$ cat config.mk
export PLATFORM = sky130hd
export DESIGN_NAME = thread_block_dispatcher
export DESIGN_NICKNAME = d
export VERILOG_FILES = /design/src/rtl/thread_block_dispatcher_pkg.sv /design/src/rtl/thread_block_dispatcher_id_pool.sv /design/src/rtl/thread_block_dispatcher.sv
export SDC_FILE = /design/constraint.sdc
export NUM_CORES = 1
export LEC_CHECK = 0
export CORE_AREA = 2 2 101 103
export CTS_BUF_LIST = sky130_fd_sc_hd__clkbuf_4
export CTS_CLUSTER_DIAMETER = 60
export DETAILED_ROUTE_END_ITERATION = 10
export DIE_AREA = 0 0 103 105
export PLACE_DENSITY = 0.92
export SLEW_MARGIN = 5
export SYNTH_ARGS = -nofsm -noshare
export SYNTH_HDL_FRONTEND = slang
export SYNTH_SLANG_ARGS = --single-unit
$ cat constraint.sdc
create_clock -name clk_i -period 4 [get_ports clk_i]
set_input_delay 0.4 -clock clk_i [delete_from_list [all_inputs] [get_ports clk_i]]
set_output_delay 0.4 -clock clk_i [all_outputs]
set_load 0.02 [all_outputs]
$ cat src/rtl/thread_block_dispatcher_pkg.sv
// Shared types for the thread-block dispatcher: default-width aliases and the dispatcher FSM state.
package thread_block_dispatcher_pkg;

  localparam int unsigned DefPcWidth       = 16;
  localparam int unsigned DefAddressWidth  = 32;
  localparam int unsigned DefTblockIdxBits = 8;
  localparam int unsigned DefTblockIdBits  = 8;

  typedef logic [DefPcWidth-1:0]       pc_t;
  typedef logic [DefAddressWidth-1:0]  addr_t;
  typedef logic [DefTblockIdxBits-1:0] tblock_idx_t;
  typedef logic [DefTblockIdBits-1:0]  tblock_id_t;

  typedef enum logic [1:0] {
    StIdle,
    StDispatch,
    StDrain,
    StDone
  } disp_state_e;

endpackage

$ cat src/rtl/thread_block_dispatcher_id_pool.sv
// In-flight block ID pool: free bitmap, lowest-free encoder, alloc/free ports.
module tblock_id_pool #(
  parameter int unsigned NumIds = 16,
  parameter int unsigned IdBits = 8
) (
  input  logic              clk_i,
  input  logic              rst_ni,
  input  logic              alloc_i,
  input  logic              free_i,
  input  logic [IdBits-1:0] free_id_i,
  output logic [IdBits-1:0] alloc_id_o,
  output logic              empty_o,
  output logic              free_ok_o
);

  logic [NumIds-1:0] free_q, free_d;

  // Descending scan so the lowest free index wins.
  always_comb begin
    alloc_id_o = '0;
    for (int i = int'(NumIds) - 1; i >= 0; i--) begin
      if (free_q[i]) alloc_id_o = IdBits'(i);
    end
  end

  assign empty_o = ~|free_q;

  // A completion only counts if it names a currently busy ID.
  always_comb begin
    free_ok_o = 1'b0;
    for (int i = 0; i < int'(NumIds); i++) begin
      if (free_id_i == IdBits'(i)) free_ok_o = free_i & ~free_q[i];
    end
  end

  always_comb begin
    free_d = free_q;
    for (int i = 0; i < int'(NumIds); i++) begin
      if (alloc_i && alloc_id_o == IdBits'(i)) free_d[i] = 1'b0;
      if (free_ok_o && free_id_i == IdBits'(i)) free_d[i] = 1'b1;
    end
  end

  always_ff @(posedge clk_i or negedge rst_ni) begin
    if (!rst_ni) free_q <= '1;
    else         free_q <= free_d;
  end

  spurious_free_a: assert property (@(posedge clk_i) disable iff (!rst_ni) free_i |-> free_ok_o)
    else $warning("spurious tblock completion for id %0d ignored", free_id_i);

endmodule

$ cat src/rtl/thread_block_dispatcher.sv
// Kernel-launch front end: splits a launch into thread blocks, issues them with pooled IDs,
// retires completions and reports kernel completion.
module thread_block_dispatcher
  import thread_block_dispatcher_pkg::*;
#(
  parameter int unsigned PcWidth       = 16,
  parameter int unsigned AddressWidth  = 32,
  parameter int unsigned TblockIdxBits = 8,
  parameter int unsigned TblockIdBits  = 8,
  parameter int unsigned NumTblockIds  = 16
) (
  input  logic                     clk_i,
  input  logic                     rst_ni,
  input  logic                     launch_valid_i,
  output logic                     launch_ready_o,
  input  logic [PcWidth-1:0]       launch_pc_i,
  input  logic [AddressWidth-1:0]  launch_dp_addr_i,
  input  logic [TblockIdxBits:0]   launch_num_tblocks_i,
  output logic                     kernel_done_valid_o,
  input  logic                     kernel_done_ready_i,
  output logic                     busy_o,
  input  logic                     warp_free_i,
  output logic                     allocate_warp_o,
  output logic [PcWidth-1:0]       allocate_pc_o,
  output logic [AddressWidth-1:0]  allocate_dp_addr_o,
  output logic [TblockIdxBits-1:0] allocate_tblock_idx_o,
  output logic [TblockIdBits-1:0]  allocate_tblock_id_o,
  input  logic                     tblock_done_i,
  input  logic [TblockIdBits-1:0]  tblock_done_id_i,
  output logic                     tblock_done_ready_o
);

  localparam int unsigned IdxW = TblockIdxBits + 1;
  localparam int unsigned CntW = $clog2(NumTblockIds + 1);
  localparam logic [IdxW-1:0] MaxBlocks = {1'b1, {TblockIdxBits{1'b0}}};

  disp_state_e             state_q, state_d;
  logic [PcWidth-1:0]      pc_q, pc_d;
  logic [AddressWidth-1:0] dp_addr_q, dp_addr_d;
  logic [IdxW-1:0]         num_q, num_d;
  logic [IdxW-1:0]         next_idx_q, next_idx_d;
  logic [CntW-1:0]         inflight_q, inflight_d;
  logic                    pool_empty;
  logic                    retire_ok;

  tblock_id_pool #(
    .NumIds(NumTblockIds),
    .IdBits(TblockIdBits)
  ) u_pool (
    .clk_i     (clk_i),
    .rst_ni    (rst_ni),
    .alloc_i   (allocate_warp_o),
    .free_i    (tblock_done_i),
    .free_id_i (tblock_done_id_i),
    .alloc_id_o(allocate_tblock_id_o),
    .empty_o   (pool_empty),
    .free_ok_o (retire_ok)
  );

  assign launch_ready_o        = (state_q == StIdle);
  assign kernel_done_valid_o   = (state_q == StDone);
  assign busy_o                = (state_q != StIdle);
  assign allocate_warp_o       = (state_q == StDispatch) & warp_free_i & ~pool_empty;
  assign allocate_pc_o         = pc_q;
  assign allocate_dp_addr_o    = dp_addr_q;
  assign allocate_tblock_idx_o = next_idx_q[TblockIdxBits-1:0];
  assign tblock_done_ready_o   = 1'b1;

  always_comb begin
    state_d    = state_q;
    pc_d       = pc_q;
    dp_addr_d  = dp_addr_q;
    num_d      = num_q;
    next_idx_d = next_idx_q;
    unique case (state_q)
      StIdle: begin
        if (launch_valid_i) begin
          pc_d       = launch_pc_i;
          dp_addr_d  = launch_dp_addr_i;
          num_d      = (launch_num_tblocks_i > MaxBlocks) ? MaxBlocks : launch_num_tblocks_i;
          next_idx_d = '0;
          state_d    = (launch_num_tblocks_i == '0) ? StDone : StDispatch;
        end
      end
      StDispatch: begin
        if (allocate_warp_o) begin
          next_idx_d = next_idx_q + IdxW'(1);
          if (next_idx_d == num_q) state_d = StDrain;
        end
      end
      StDrain: if (inflight_q == '0) state_d = StDone;
      StDone:  if (kernel_done_ready_i) state_d = StIdle;
      default: state_d = StIdle;
    endcase
  end

  // Only completions of busy IDs move the counter, so it can never underflow.
  always_comb begin
    inflight_d = inflight_q;
    unique case ({allocate_warp_o, retire_ok})
      2'b10:   inflight_d = inflight_q + CntW'(1);
      2'b01:   inflight_d = inflight_q - CntW'(1);
      default: inflight_d = inflight_q;
    endcase
  end

  always_ff @(posedge clk_i or negedge rst_ni) begin
    if (!rst_ni) begin
      state_q    <= StIdle;
      pc_q       <= '0;
      dp_addr_q  <= '0;
      num_q      <= '0;
      next_idx_q <= '0;
      inflight_q <= '0;
    end else begin
      state_q    <= state_d;
      pc_q       <= pc_d;
      dp_addr_q  <= dp_addr_d;
      num_q      <= num_d;
      next_idx_q <= next_idx_d;
      inflight_q <= inflight_d;
    end
  end

endmodule

### Word level (Yosys, flattened, before mapping)

Index checks and enable logic that the tools add are counted.

* bits in registers: 89
* input bits: 71
* output and inout bits: 69
* word-level logic and storage cells: 237

* add/subtract/negate cells: 3
* order comparisons: 1
* eq/ne operators: 41
* muxes and demuxes: 76
* bitwise logic cells: 34
* reductions and logical operators: 60

Operators by type and width (count)
* $eq A8 B4 Y1 const B: 16
* $mux W8: 15
* $eq A8 B3 Y1 const B: 8
* $mux W1: 48
* $reduce_bool A2 Y1: 19
* $eq A8 B2 Y1 const B: 4
* $logic_and A1 B1 Y1: 32
* $mux W9: 3
* $and A1 B1 Y1: 18
* $pmux W9 S2: 1
* $eq A8 B1 Y1 const B: 2
* $logic_not A8 Y1: 2
* $not A1 Y1: 16
* $reduce_or A16 Y1: 1
* $mux W2: 6
* $pmux W5 S2: 1
* $add A9 B1 Y9 const B: 1
* $eq A9 B9 Y1: 1
* $gt A9 B9 Y1 const B: 1
* $logic_not A9 Y1: 1
* $pmux W2 S4: 1
* $eq A2 B2 Y1 const B: 3
* $ne A2 B2 Y1 const B: 3
* $add A5 B1 Y5 const B: 1
* 9 further kinds: 11

### Logic depth before layout (Yosys ltp)

Gate-level depths: netlist of the first run.

* depth in word-level cells: 20
* gate-level depth with buffers: 13
* gate-level depth less buffers: 12

### By module

Synthesis of the first run repeated with hierarchy kept, for this count alone.

* cell total of the unflattened synthesis: 453
* area total of the unflattened synthesis: 4780.8 um^2

By module, submodules not included
* thread_block_dispatcher: times used 1, cells each 303, area each 3533.4 um^2
* tblock_id_pool: times used 1, cells each 150, area each 1247.4 um^2

### Least setup slack after synthesis of the first run

No wires, ideal clock.

* path kind: register to register
* start: register state_q[1]
* end: register inflight_q[4]
* data arrival time: 2.897 ns
* required time: 3.875 ns
* path slack: 0.978 ns
* stages on the path, launching flop included: 14
* buffers on the path: 1
* period minus slack after synthesis: 3.022 ns
* cells stage by stage: dfrtp_1 -> inv_1 -> ha_1 -> buf_2 -> nand2_1 -> a41oi_2 -> inv_1 -> ha_1 -> fa_1 -> a21o_1 -> a21oi_1 -> xor2_1 -> nor2_1 -> xor2_1

* cells in the longest elaborated chain, start to end: 5

RTL lines
* start, declared: RTL line thread_block_dispatcher.sv:37 `disp_state_e state_q, state_d;`
* start signal, assigned: RTL line thread_block_dispatcher.sv:109 `state_q <= StIdle;`
* start signal, assigned: RTL line thread_block_dispatcher.sv:116 `state_q <= state_d;`
* $eq A2 B1 Y1 (*): RTL line thread_block_dispatcher.sv:63 `assign allocate_warp_o = (state_q == StDispatch) & warp_free_i & ~pool_empty;`
* $and A1 B1 Y1 (*) (2 in series): RTL line thread_block_dispatcher.sv:63
* via allocate_warp_o: RTL line thread_block_dispatcher.sv:23 `output logic allocate_warp_o,`
* $eq A2 B1 Y1 / $eq A2 B2 Y1 (equally long branches): RTL line thread_block_dispatcher.sv:100 `unique case ({allocate_warp_o, retire_ok})`
* $pmux W5 S2 / $reduce_bool A2 Y1 (equally long branches)
* end signal, assigned: RTL line thread_block_dispatcher.sv:121 `inflight_q <= inflight_d;`
* end, declared: RTL line thread_block_dispatcher.sv:42 `logic [CntW-1:0] inflight_q, inflight_d;`

The timed path passes the listed nets; every way through them passes the cells marked *.
A chain may end at the register's enable or synchronous reset.

### Worst setup path in the final report of the first run

* start: input port tblock_done_id_i[1]
* end: register inflight_q[4]

* cells in the longest elaborated chain, start to end: 19

RTL lines
* start, declared: RTL line thread_block_dispatcher.sv:29 `input logic [TblockIdBits-1:0] tblock_done_id_i,`
* $logic_not A8 Y1: RTL line thread_block_dispatcher_id_pool.sv:32 `if (free_id_i == IdBits'(i)) free_ok_o = free_i & ~free_q[i];`
* $mux W1 (15 in series): RTL line thread_block_dispatcher_id_pool.sv:32
* $mux W1 (*): RTL line thread_block_dispatcher_id_pool.sv:32
* $eq A2 B1 Y1 / $eq A2 B2 Y1 (equally long branches): RTL line thread_block_dispatcher.sv:100
* $pmux W5 S2 / $reduce_bool A2 Y1 (equally long branches)

Mark *: on every way between the ends. The rest lies on a longest branch, timed or not.

==> results of run 1 <==
-- sequential cells by signal, indices dropped and copies added (netlist names) --
register            count
allocate_dp_addr_o     32
allocate_pc_o          16
u_pool.free_q          16
next_idx_q              9
num_q                   9
inflight_q              5
state_q                 2
-- power breakdown --
group	switching [W]	leakage (nW)	internal (W)	total, W
Combinational	0.00120	1.47	0.00115	0.00235
Clock	0.000327	0.0871	0.000260	0.000587
Sequential	0.000249	1.06	0.00127	0.00152
-- cell usage after synthesis (2+ instances only) --
cell type / number
sky130_fd_sc_hd__nand2_1: 22
sky130_fd_sc_hd__nand2b_1: 14
sky130_fd_sc_hd__nor4_4: 3
sky130_fd_sc_hd__nor3_1: 11
sky130_fd_sc_hd__nor2_1: 21
sky130_fd_sc_hd__xnor2_1: 7
sky130_fd_sc_hd__a21o_1: 3
sky130_fd_sc_hd__o211ai_1: 2
sky130_fd_sc_hd__o21ai_0: 23
sky130_fd_sc_hd__xor2_1: 9
sky130_fd_sc_hd__o31ai_1: 8
sky130_fd_sc_hd__o21ai_1: 3
sky130_fd_sc_hd__conb_1: 2
sky130_fd_sc_hd__mux2_2: 51
sky130_fd_sc_hd__inv_1: 13
sky130_fd_sc_hd__nand4_1: 3
sky130_fd_sc_hd__dfstp_2: 16
sky130_fd_sc_hd__nor4_2: 2
sky130_fd_sc_hd__mux4_1: 2
sky130_fd_sc_hd__nand3_1: 14
sky130_fd_sc_hd__ha_1: 9
sky130_fd_sc_hd__buf_4: 15
sky130_fd_sc_hd__dfrtp_1: 73
sky130_fd_sc_hd__a31oi_1: 11
sky130_fd_sc_hd__a32o_1: 2
sky130_fd_sc_hd__a21oi_1: 16
sky130_fd_sc_hd__mux2i_1: 4
sky130_fd_sc_hd__clkbuf_1: 11
sky130_fd_sc_hd__and3_1: 10
sky130_fd_sc_hd__nor2b_1: 3
sky130_fd_sc_hd__nor4_1: 5
sky130_fd_sc_hd__o21bai_1: 3
-- metal layers --
metal,share of wire [%],vias to the layer above
met5,0,-
met4,2.6,0
met3,9.6,31
met2,49,189
met1,39,1827
li1,-,1758
-- cells in the final DEF (no fill, tap or decap), types with 2 or more instances in the layout --
master,synthesis,routed
sky130_fd_sc_hd__a21o_1,3,3
sky130_fd_sc_hd__a21oi_1,16,16
sky130_fd_sc_hd__a31oi_1,11,11
sky130_fd_sc_hd__a32o_1,2,2
sky130_fd_sc_hd__and3_1,10,10
sky130_fd_sc_hd__buf_4,15,5
sky130_fd_sc_hd__bufinv_16,0,2
sky130_fd_sc_hd__clkbuf_4,0,9
sky130_fd_sc_hd__clkdlybuf4s50_1,0,133
sky130_fd_sc_hd__clkinv_4,0,2
sky130_fd_sc_hd__conb_1,2,5
sky130_fd_sc_hd__dfrtp_1,73,73
sky130_fd_sc_hd__dfstp_2,16,16
sky130_fd_sc_hd__ha_1,9,9
sky130_fd_sc_hd__inv_1,13,13
sky130_fd_sc_hd__inv_6,0,2
sky130_fd_sc_hd__mux2_2,51,51
sky130_fd_sc_hd__mux2i_1,4,4
sky130_fd_sc_hd__mux4_1,2,2
sky130_fd_sc_hd__nand2_1,22,21
sky130_fd_sc_hd__nand2_2,1,2
sky130_fd_sc_hd__nand2b_1,14,14
sky130_fd_sc_hd__nand3_1,14,14
sky130_fd_sc_hd__nand4_1,3,3
sky130_fd_sc_hd__nor2_1,21,21
sky130_fd_sc_hd__nor2b_1,3,3
sky130_fd_sc_hd__nor3_1,11,11
sky130_fd_sc_hd__nor4_1,5,5
sky130_fd_sc_hd__nor4_2,2,2
sky130_fd_sc_hd__nor4_4,3,3
sky130_fd_sc_hd__o211ai_1,2,2
sky130_fd_sc_hd__o21ai_0,23,23
sky130_fd_sc_hd__o21ai_1,3,3
sky130_fd_sc_hd__o21bai_1,3,3
sky130_fd_sc_hd__o31ai_1,8,8
sky130_fd_sc_hd__xnor2_1,7,7
sky130_fd_sc_hd__xor2_1,9,9
-- worst register-to-register path, delay by kind of cell (launching register included) --
family,cells,cell delay (ns)
adder cells (fa/ha/maj),2,0.64
flip-flops,1,0.45
AO/OA/AOI/OAI,2,0.35
AND/OR/NAND/NOR,3,0.50
XOR/XNOR,2,0.34
multiplexers,2,0.68
-- path summary, 6_finish.rpt --
kind,startpoint,end,slack [ns],cells after the start
worst max-delay path,tblock_done_id_i[1],inflight_q[4],0.78,12
worst min-delay path,inflight_q[4],inflight_q[4],0.49,1
worst max register to register,u_pool.free_q[0],inflight_q[4],0.93,11
worst min register to register,inflight_q[4],inflight_q[4],0.49,1
max in group asynchronous,rst_ni,next_idx_q[8],2.56,3
min in group asynchronous,rst_ni,next_idx_q[5],0.54,2
-- per-stage QoR --
stage	power (W)	setup slack (ns)
floorplan	0.00289	0.978
global placement	0.00378	0.558
detailed placement	0.00387	0.350
CTS	0.00447	0.847
global route	0.00470	0.687
finish	0.00445	0.783
-- kinds of logic (layout without fill, tap and decap cells) --
kind of cell / count (synthesis) / after routing / share of synthesized area, %
and+or+nand+nor: 119 / 119 / 14.5
DFF: 89 / 89 / 47.8
AOI/OAI and AO/OA: 84 / 84 / 11.8
muxes: 59 / 59 / 15.0
buffers and inverters: 43 / 168 / 5.00
xor gates and xnor gates: 16 / 16 / 2.98
adders and majority gates: 10 / 10 / 2.82
other: 2 / 5 / 0.160
-- repair_timing --
item,4_1_cts,5_1_grt
endpoints found under the setup margin,0,0
hold buffers,1,0
endpoints found under the hold margin,19,0
-- area by class of cell --
cell class              instances  share of cell area [%]
multi-input cells             293                    35.8
inverters                      13                   0.781
well taps                     133                    2.66
flip-flops and latches         89                    36.0
clock buffers                   9                    1.08
repair buffers                139                    22.1
clock inverters                 7                    1.64
==> flow_summary.yaml, run 1 <==
timing:
  worst_slew_pin_slew_ns: 0.846
  finalSetupViolCount: 0
  hold_violations: 0
  fmax_ghz: 0.311
  timing.final.crit_share_pct: 80.4
  post-route-min-period_ns: 3.22
  worst_clock_skew_ns: 0.0117
  setup_total_negative_slack_ns: 0
  rsz_0062_raised_after_global_routing: "false"
  slew_headroom_pct: 43.4
  drv_slew: 0
  hold-worst-slack_ns: 0.486
clock_tree:
  tritoncts.num_buffers: 9
  cts_sinks: 89
  path_clk_slew_ns: 0.14
  ctsResizeCount: 0
  clkLatencyLatePin_ns: 0.44
  post_cts.repair.setup_buffers: 0
  clk_root_buf: "sky130_fd_sc_hd__clkbuf_4"
  cts_htree_levels: 3
  ctsLongestPathBuffers: 2
  tritoncts: "built"
critical_path:
  critical_path_slowest_stage_cell: "sky130_fd_sc_hd__clkdlybuf4s50_1"
  critical_path_max_stage_delay_ns: 0.76
  worstPathBufferInverterCount: 1
  worst_setup_path_start_kind: "input pin"
  timing.critical_path.fanout_max: 13
  cp_top_family: "buffers and inverters"
  criticalPathCategory: "in -> reg"
  cp.required_ns: 4.34
  cp_cell_sequence: "clkdlybuf4s50_1 > mux4_1 > mux2i_1 > nand4b_1 > nand3_1 > ha_1 > ha_1 > a21o_1 > a21oi_1 > xor2_1 > nor2_1 > xor2_1"
  cp-end-kind: "flip-flop"
  worst_ep_arrival_time_ns: 3.56
routing:
  drt_iter0_drc: 156
  drt.antenna.violating_nets: 0
  detail_route.drc_violations: 0
  route.detailed.wl_per_inst_um: 16.7
  avgViaCountPerCell: 5.57
  drt-pass1-iter-count: 6
  postRouteWirelength_mm: 11.4
  via_count: 3805
yosys:
  synthesis.instances: 422
  number_of_enable_type_register_cells_in_the_synthesized_netlist: 0
  dominantRegCellSynth: "sky130_fd_sc_hd__dfrtp_1"
  synth_area_leaders: "sky130_fd_sc_hd__dfrtp_1 39%, sky130_fd_sc_hd__mux2_2 12%, sky130_fd_sc_hd__dfstp_2 8.9%"
  syn-cell-area_um2: 4700
  yosys_warnings: 0
  synth_top_cell_by_area: "sky130_fd_sc_hd__dfrtp_1"
  synth_seq_area_share_pct: 47.8
  avgSynthCellArea_um2: 11.1
  fraction_of_synthesis_flops_using_an_asynchronous_set_or_reset_pin_pct: 100
  share_of_the_synthesized_area_in_the_top_cell_type_pct: 38.8
  synth.ff_latch_count: 89
  post_synth_num_cell_types: 63
final_layout:
  layout.nets: 626
  fillerInstances: 723
  fin_cells: 683
  diodes: 0
  post_route_cells_drive_above_1_share_pct: 19.1
  finish.utilization_pct: 64.8
  flow.area_growth_from_synthesis_pct: 32.8
  area.sequential_um2: 2250
  multi_input_area_um2: 2230
  final_cell_area_um2: 6250
grt:
  grt.overflow.total: 0
  gr_met3_demand_resource_pct: 7.69
  global_route.usage.total_pct: 21.8
  first_global_vias: 3986
  met2_usage_pct: 35.9
  gr-max-usage-layer: "met2"
  initial_antenna_violation_count: 0
  grt_use_met1_pct: 25.4
  largest_net_degree_at_the_start_of_global_routing: 56
  global_route_wire_length_before_repair_mm: 18.6
die:
  floorplan.initialDensity_pct: 48.8
  die_height_um: 105
  rows: 36
  core_area_um2: 9640
  ioPinCount: 140
  die_area_um2: 10800
  die-width_um: 103
hold_path:
  min-delay-path-class: "reg -> reg"
pwr:
  ratio_of_total_power_to_cell_area_nw_per_um2: 712
  peakVddDrop_v: 0.000461
  leakage_power_total_nw: 2.62
placement:
  gp_routability_congestion: 0.986
  place_inst: 666
  portBuffers: 134
  placement.cell_area_um2: 6070
  place_hpwl_mm: 8.53
outcome:
  run_status: "complete, no violations"
flow_run:
  cap_violations: 0
Power figures use the tool's default switching activity.
==> run 2: changes to the inputs <==
--- a/config.mk
+++ b/config.mk
@@ -5,12 +5,12 @@
 export SDC_FILE = /design/constraint.sdc
 export NUM_CORES = 1
 export LEC_CHECK = 0
-export CORE_AREA = 2 2 101 103
+export CORE_AREA = 2 2 107 109
 export CTS_BUF_LIST = sky130_fd_sc_hd__clkbuf_4
 export CTS_CLUSTER_DIAMETER = 60
 export DETAILED_ROUTE_END_ITERATION = 10
-export DIE_AREA = 0 0 103 105
-export PLACE_DENSITY = 0.92
+export DIE_AREA = 0 0 109 111
+export PLACE_DENSITY = 0.87
 export SLEW_MARGIN = 5
 export SYNTH_ARGS = -nofsm -noshare
 export SYNTH_HDL_FRONTEND = slang
==> constraint.sdc (replaced) <==
create_clock -name clk_i -period 2.6 [get_ports clk_i]
set_input_delay 0.26 -clock clk_i [delete_from_list [all_inputs] [get_ports clk_i]]
set_output_delay 0.26 -clock clk_i [all_outputs]
set_load 0.02 [all_outputs]
==> run 2 against run 1 <==
Net effect:
- hold slack worse by 0.22 ns
- final cell count is 7.6% higher
- via count is 5.3% higher
- global-route usage is 0.39 points higher
- clock-buffer cell count stayed put
- combinational power is 64% higher
- wire length is 14% higher
- non-clock buffer count is 42 higher
- first-iteration DRC count is 2.6% lower
- highest routed layer unchanged
- sequential share of layout area is 2.4 points lower
- critical path depth is 6 lower
==> flow_summary.yaml, run 2 (synthesis results as in run 1) <==
critical_path:
  cp.required_ns: 2.34
  cp-end-kind: "primary output"
  worst_ep_arrival_time_ns: 2.34
  worst_setup_path_start_kind: "flip-flop"
  regToRegEndpoint: "inflight_q[4]"
  worst-r2r-cell-count: 11
  timing.critical_path.fanout_max: 8
  criticalPathCategory: "reg -> out"
  rrSetupSlack_ns: 0.005
  worstReg2RegStart: "u_pool.free_q[6]"
clock_tree:
  clk_root_buf: "sky130_fd_sc_hd__clkbuf_4"
  ctsLongestPathBuffers: 2
  cts_htree_levels: 3
  clkLatencyLatePin_ns: 0.44
  cts_sinks: 89
  tritoncts: "built"
  path_clk_slew_ns: 0.15
  tritoncts.num_buffers: 9
timing:
  timing.final.crit_share_pct: 99.8
  slew_headroom_pct: 64.7
  hold-worst-slack_ns: 0.265
  post-route-min-period_ns: 2.60
  worst_clock_skew_ns: 0.0172
  hold_violations: 0
  finalSetupViolCount: 0
  worst_slew_pin_slew_ns: 0.525
  drv_slew: 0
  fmax_ghz: 0.385
  rsz_0062_raised_after_global_routing: "true"
grt:
  largest_net_degree_at_the_start_of_global_routing: 45
  first_global_vias: 4287
  global_route_wire_length_before_repair_mm: 21.0
  initial_antenna_violation_count: 0
  grt.overflow.total: 0
  global_route.usage.total_pct: 22.2
die:
  ioPinCount: 140
  rows: 39
  die_height_um: 111
  core_area_um2: 11100
  die_area_um2: 12100
  die-width_um: 109
  floorplan.initialDensity_pct: 42.5
pwr:
  ratio_of_total_power_to_cell_area_nw_per_um2: 1080
  design_power_total_w: 0.00726
  leakage_power_total_nw: 2.89
  peakVddDrop_v: 0.000745
placement:
  place_hpwl_mm: 9.88
  gp_routability_congestion: 0.896
  portBuffers: 134
hold_path:
  min-delay-path-class: "in -> async"
final_layout:
  post_route_cells_drive_above_1_share_pct: 27.2
  most_common_cell_after_layout_fill_and_taps_aside: "sky130_fd_sc_hd__clkdlybuf4s50_1"
  layout.cells.most_common_list: "127 x sky130_fd_sc_hd__clkdlybuf4s50_1, 73 x sky130_fd_sc_hd__dfrtp_1, 51 x sky130_fd_sc_hd__mux2_2"
  largest_register_ff_count: 32
  fillerInstances: 861
  area.sequential_um2: 2250
  multi_input_area_um2: 2300
  diodes: 0
  layout.nets: 668
  flow.area_growth_from_synthesis_pct: 42.5
routing:
  via_count: 4005
  drt-pass1-iter-count: 4
  route.detailed.wl_per_inst_um: 17.6
  detail_route.drc_violations: 0
  postRouteWirelength_mm: 13.0
  avgViaCountPerCell: 5.45
  drt.antenna.violating_nets: 0
  drt_iter0_drc: 152
outcome:
  run_status: "complete, no violations"
flow_run:
  cap_violations: 0
==> run 2: cell types whose count changed in the layout (fill, tap and decap cells not counted), moves of 3 or more <==
cell                              delta
sky130_fd_sc_hd__buf_4              +40
sky130_fd_sc_hd__clkdlybuf4s50_1     -6
sky130_fd_sc_hd__dlygate4sd2_1       +4
sky130_fd_sc_hd__inv_1               -3
sky130_fd_sc_hd__inv_2               +3
==> run 2: area by class of cell <==
class | instances | area share (%)
timing repair buffer | 181 | 25.6
clock buffer | 9 | 1.01
inverter | 13 | 0.728
multi-input combinational | 293 | 34.3
clock inverter | 7 | 2.11
tap | 143 | 2.67
sequential | 89 | 33.5
==> run 2: per-stage QoR <==
| step | instance area (µm²) | setup slack (ns) | instances | TNS, ns | utilization (%) |
|---|---|---|---|---|---|
| 6_report | 6700 | 0.00500 | 735 | 0 | 60.5 |
| 5_1_grt | 6700 | -0.0911 | 735 | -0.174 | 60.5 |
| 4_1_cts | 6670 | -0.0127 | 733 | -0.0127 | 60.2 |
| 3_5_place_dp | 6430 | -0.557 | 714 | -1.73 | 58.1 |
| 3_3_place_gp | 6430 | -0.413 | 714 | -1.12 | 58.1 |
| 2_1_floorplan | 4760 | 0.00364 | 425 | 0 | - |
==> run 2: timing repair <==
item,in CTS,in global routing
pin swaps,6,6
endpoints found under the setup margin,6,5
hold endpoints to repair,10,0
gates resized for setup,11,8
buffers inserted,2,2
hold buffers,1,0
==> run 2: worst max-delay path by stage <==
stage / to / start / cells after the start / slack, ns
floorplan: inflight_q[4] / state_q[1] / 13 / 0.004
global placement: inflight_q[4] / tblock_done_id_i[0] / 12 / -0.41
detailed placement: inflight_q[4] / tblock_done_id_i[0] / 12 / -0.56
CTS: allocate_tblock_id_o[1] / u_pool.free_q[13] / 6 / -0.01
global route: allocate_tblock_id_o[1] / u_pool.free_q[13] / 6 / -0.09
finish: allocate_tblock_id_o[1] / u_pool.free_q[13] / 6 / 0.005
==> run 2: worst max-delay path: stages, from the launching register on <==
cell	delay, ns
sky130_fd_sc_hd__dfstp_2	0.56
sky130_fd_sc_hd__buf_4	0.14
sky130_fd_sc_hd__o31ai_2	0.08
sky130_fd_sc_hd__a211o_1	0.33
sky130_fd_sc_hd__a21oi_4	0.26
sky130_fd_sc_hd__inv_1	0.17
sky130_fd_sc_hd__dlygate4sd2_1	0.36
==> run 2: power breakdown <==
part	switching (W)	internal, W
logic	0.00197	0.00188
registers	0.000375	0.00195
clock network	0.000495	0.000585
==> run 2: layer usage <==
metal	GRT usage (%)	vias to the layer above	routed length [µm]
li1	-	1837	-
met1	25.7	1980	4980
met2	36.9	168	6440
met3	9.35	20	1320
met4	6.75	0	216
met5	0	-	0
==> run 3: changes to the inputs <==
--- a/config.mk
+++ b/config.mk
@@ -5,11 +5,13 @@
 export SDC_FILE = /design/constraint.sdc
 export NUM_CORES = 1
 export LEC_CHECK = 0
+export CAP_MARGIN = 20
 export CORE_AREA = 2 2 107 109
 export CTS_BUF_LIST = sky130_fd_sc_hd__clkbuf_4
 export CTS_CLUSTER_DIAMETER = 60
 export DETAILED_ROUTE_END_ITERATION = 10
 export DIE_AREA = 0 0 109 111
+export GPL_TIMING_DRIVEN = 0
 export PLACE_DENSITY = 0.87
 export SLEW_MARGIN = 5
 export SYNTH_ARGS = -nofsm -noshare
==> constraint.sdc (replaced) <==
create_clock -name clk_i -period 2.15 [get_ports clk_i]
set_input_delay 0.215 -clock clk_i [delete_from_list [all_inputs] [get_ports clk_i]]
set_output_delay 0.215 -clock clk_i [all_outputs]
set_load 0.02 [all_outputs]
==> run 3 against run 2 <==
Net effect:
- the run now ends with setup timing left
- via count is 2.8% higher
- first-iteration DRC count up 57%
- combinational power rose by 28%
- hold slack lost 0.16 ns
- global-route usage increased by 0.60 points
- register-to-register slack worse by 0.44 ns
- critical path depth grew 5
- sequential share of layout area fell by 0.30 points
- sequential power is 24% higher
- worst setup slack lost 0.44 ns
- critical path type is now reg -> reg
==> flow_summary.yaml, run 3 (synthesis results as in run 1) <==
routing:
  avgViaCountPerCell: 5.50
  drt.antenna.violating_nets: 0
  drt-pass1-iter-count: 5
  detail_route.drc_violations: 0
  postRouteWirelength_mm: 13.6
  via_count: 4117
  drt_iter0_drc: 238
  route.detailed.wl_per_inst_um: 18.1
timing:
  slew_headroom_pct: 60.7
  rsz_0062_raised_after_global_routing: "true"
  hold_violations: 0
  fmax_ghz: 0.387
  worst_slew_pin_slew_ns: 0.589
  finalSetupViolCount: 6
  worst_clock_skew_ns: 0.0132
  setup_ws_ns: -0.434
  drv_slew: 0
  timing.final.crit_share_pct: 120
  post-route-min-period_ns: 2.58
final_layout:
  flow.area_growth_from_synthesis_pct: 44.1
  largest_register_ff_count: 32
  fillerInstances: 822
  multi_input_area_um2: 2410
  most_common_cell_after_layout_fill_and_taps_aside: "sky130_fd_sc_hd__clkdlybuf4s50_1"
  layout.cells.most_common_list: "122 x sky130_fd_sc_hd__clkdlybuf4s50_1, 69 x sky130_fd_sc_hd__dfrtp_1, 51 x sky130_fd_sc_hd__mux2_2"
  layout.nets: 680
  final_cell_area_um2: 6780
  post_route_cells_drive_above_1_share_pct: 32.1
  area.sequential_um2: 2250
grt:
  initial_antenna_violation_count: 0
  grt.overflow.total: 0
  first_global_vias: 4316
  largest_net_degree_at_the_start_of_global_routing: 65
  global_route_wire_length_before_repair_mm: 21.4
  global_route.usage.total_pct: 22.8
clock_tree:
  tritoncts.num_buffers: 9
  ctsLongestPathBuffers: 2
  clk_root_buf: "sky130_fd_sc_hd__clkbuf_4"
  clkLatencyLatePin_ns: 0.46
  tritoncts: "built"
  cts_htree_levels: 3
  path_clk_slew_ns: 0.15
  cts_sinks: 89
placement:
  gp_routability_congestion: 0.900
  place_hpwl_mm: 9.63
  placement.cell_area_um2: 6300
  portBuffers: 131
pwr:
  ratio_of_total_power_to_cell_area_nw_per_um2: 1290
  combinational_share_of_power_pct: 56.1
  seq_power_share_pct: 32.8
  peakVddDrop_v: 0.000944
  p_sw_w: 0.00363
  switching_share_pct: 41.5
  design_power_total_w: 0.00877
  internal-power_w: 0.00513
  leakage_power_total_nw: 2.88
  clock_group_share_of_total_power_pct: 11.0
critical_path:
  worstReg2RegStart: "u_pool.free_q[4]"
  worst_ep_arrival_time_ns: 2.93
  criticalPathCategory: "reg -> reg"
  timing.critical_path.fanout_max: 5
  worst_setup_path_start_kind: "flip-flop"
  cp-end-kind: "flip-flop"
  timing.critical_path.from: "u_pool.free_q[4]"
  cp.required_ns: 2.50
hold_path:
  min-delay-path-class: "in -> reg"
  min_from: "tblock_done_id_i[2]"
die:
  rows: 39
  floorplan.initialDensity_pct: 42.5
  core_area_um2: 11100
  die-width_um: 109
  die_area_um2: 12100
  ioPinCount: 140
  die_height_um: 111
outcome:
  failed_checks: "setup timing"
  run_status: "finished with violations"
flow_run:
  cap_violations: 0
## run 3: cell count changes in the layout (fill, tap and decap cells not counted), moves of 4 or more
cell                              delta
sky130_fd_sc_hd__dfrtp_1             -4
sky130_fd_sc_hd__dfrtp_2             +4
sky130_fd_sc_hd__clkbuf_1            +4
sky130_fd_sc_hd__clkdlybuf4s50_1     -5
sky130_fd_sc_hd__clkbuf_2           +10
## run 3: area by class of cell
class | count | area share, %
clock inverter | 7 | 1.03
clock buffer | 9 | 0.997
antenna | 1 | 0.0369
sequential | 89 | 33.2
timing repair buffer | 164 | 23.0
tap | 143 | 2.64
buffer | 29 | 2.81
inverter | 13 | 0.757
multi-input combinational | 293 | 35.5
## run 3: timing repair
item / CTS / global route
cloned: 0 / 0
endpoints found under the setup margin: 48 / 35
pin swaps: 12 / 21
endpoints found under the hold margin: 26 / 0
setup buffers: 21 / 13
gates resized for setup: 33 / 30
hold buffers: 2 / 0
## run 3: worst paths after layout
| kind | to | slack [ns] | cells past startpoint |
|---|---|---|---|
| worst min-delay path | u_pool.free_q[14] | 0.11 | 2 |
| min in group asynchronous | allocate_dp_addr_o[21] | 0.17 | 2 |
| worst max-delay path | inflight_q[3] | -0.43 | 11 |
| worst max register to register | inflight_q[3] | -0.43 | 11 |
| max in group asynchronous | u_pool.free_q[5] | 1.29 | 3 |
| worst min register to register | inflight_q[4] | 0.49 | 1 |
## run 3: power groups by stage
stage,registers [W],logic (W),clock network [W]
after floorplan,0.00336,0.00211,0
after global placement,0.00284,0.00437,0
after detailed placement,0.00289,0.00451,0
after CTS,0.00286,0.00469,0.000982
after global routing,0.00295,0.00526,0.00103
final,0.00288,0.00492,0.000967
## run 3: critical path, cell delays in order (launching register included)
cell                       delay (ns)
sky130_fd_sc_hd__dfstp_2         0.43
sky130_fd_sc_hd__mux4_2          0.47
sky130_fd_sc_hd__mux2i_1         0.14
sky130_fd_sc_hd__nand4b_1        0.15
sky130_fd_sc_hd__nand3_2         0.17
sky130_fd_sc_hd__ha_4            0.19
sky130_fd_sc_hd__buf_4           0.12
sky130_fd_sc_hd__ha_1            0.22
sky130_fd_sc_hd__a21o_1          0.20
sky130_fd_sc_hd__a21oi_2         0.15
sky130_fd_sc_hd__xor2_1          0.16
sky130_fd_sc_hd__o21ai_1         0.07
## run 3: per-stage QoR
stage	hold slack (ns)	util (%)	TNS, ns	std cells	worst slack, ns
floorplan	-0.0806	-	-0.840	425	-0.418
global placement	0.454	56.7	-194.06	699	-2.25
detailed placement	0.146	56.9	-12.67	700	-1.17
CTS	0.0876	60.0	-4.29	739	-0.463
global route	0.112	61.2	-2.38	747	-0.548
finish	0.110	61.2	-1.70	748	-0.434
## run 3: per-layer routing
layer,vias up,GRT usage [%],wire [µm]
met3,40,7.70,1280
met2,210,38.3,6840
met1,2004,26.4,5040
li1,1863,-,-
met5,-,0,0
met4,0,8.97,408
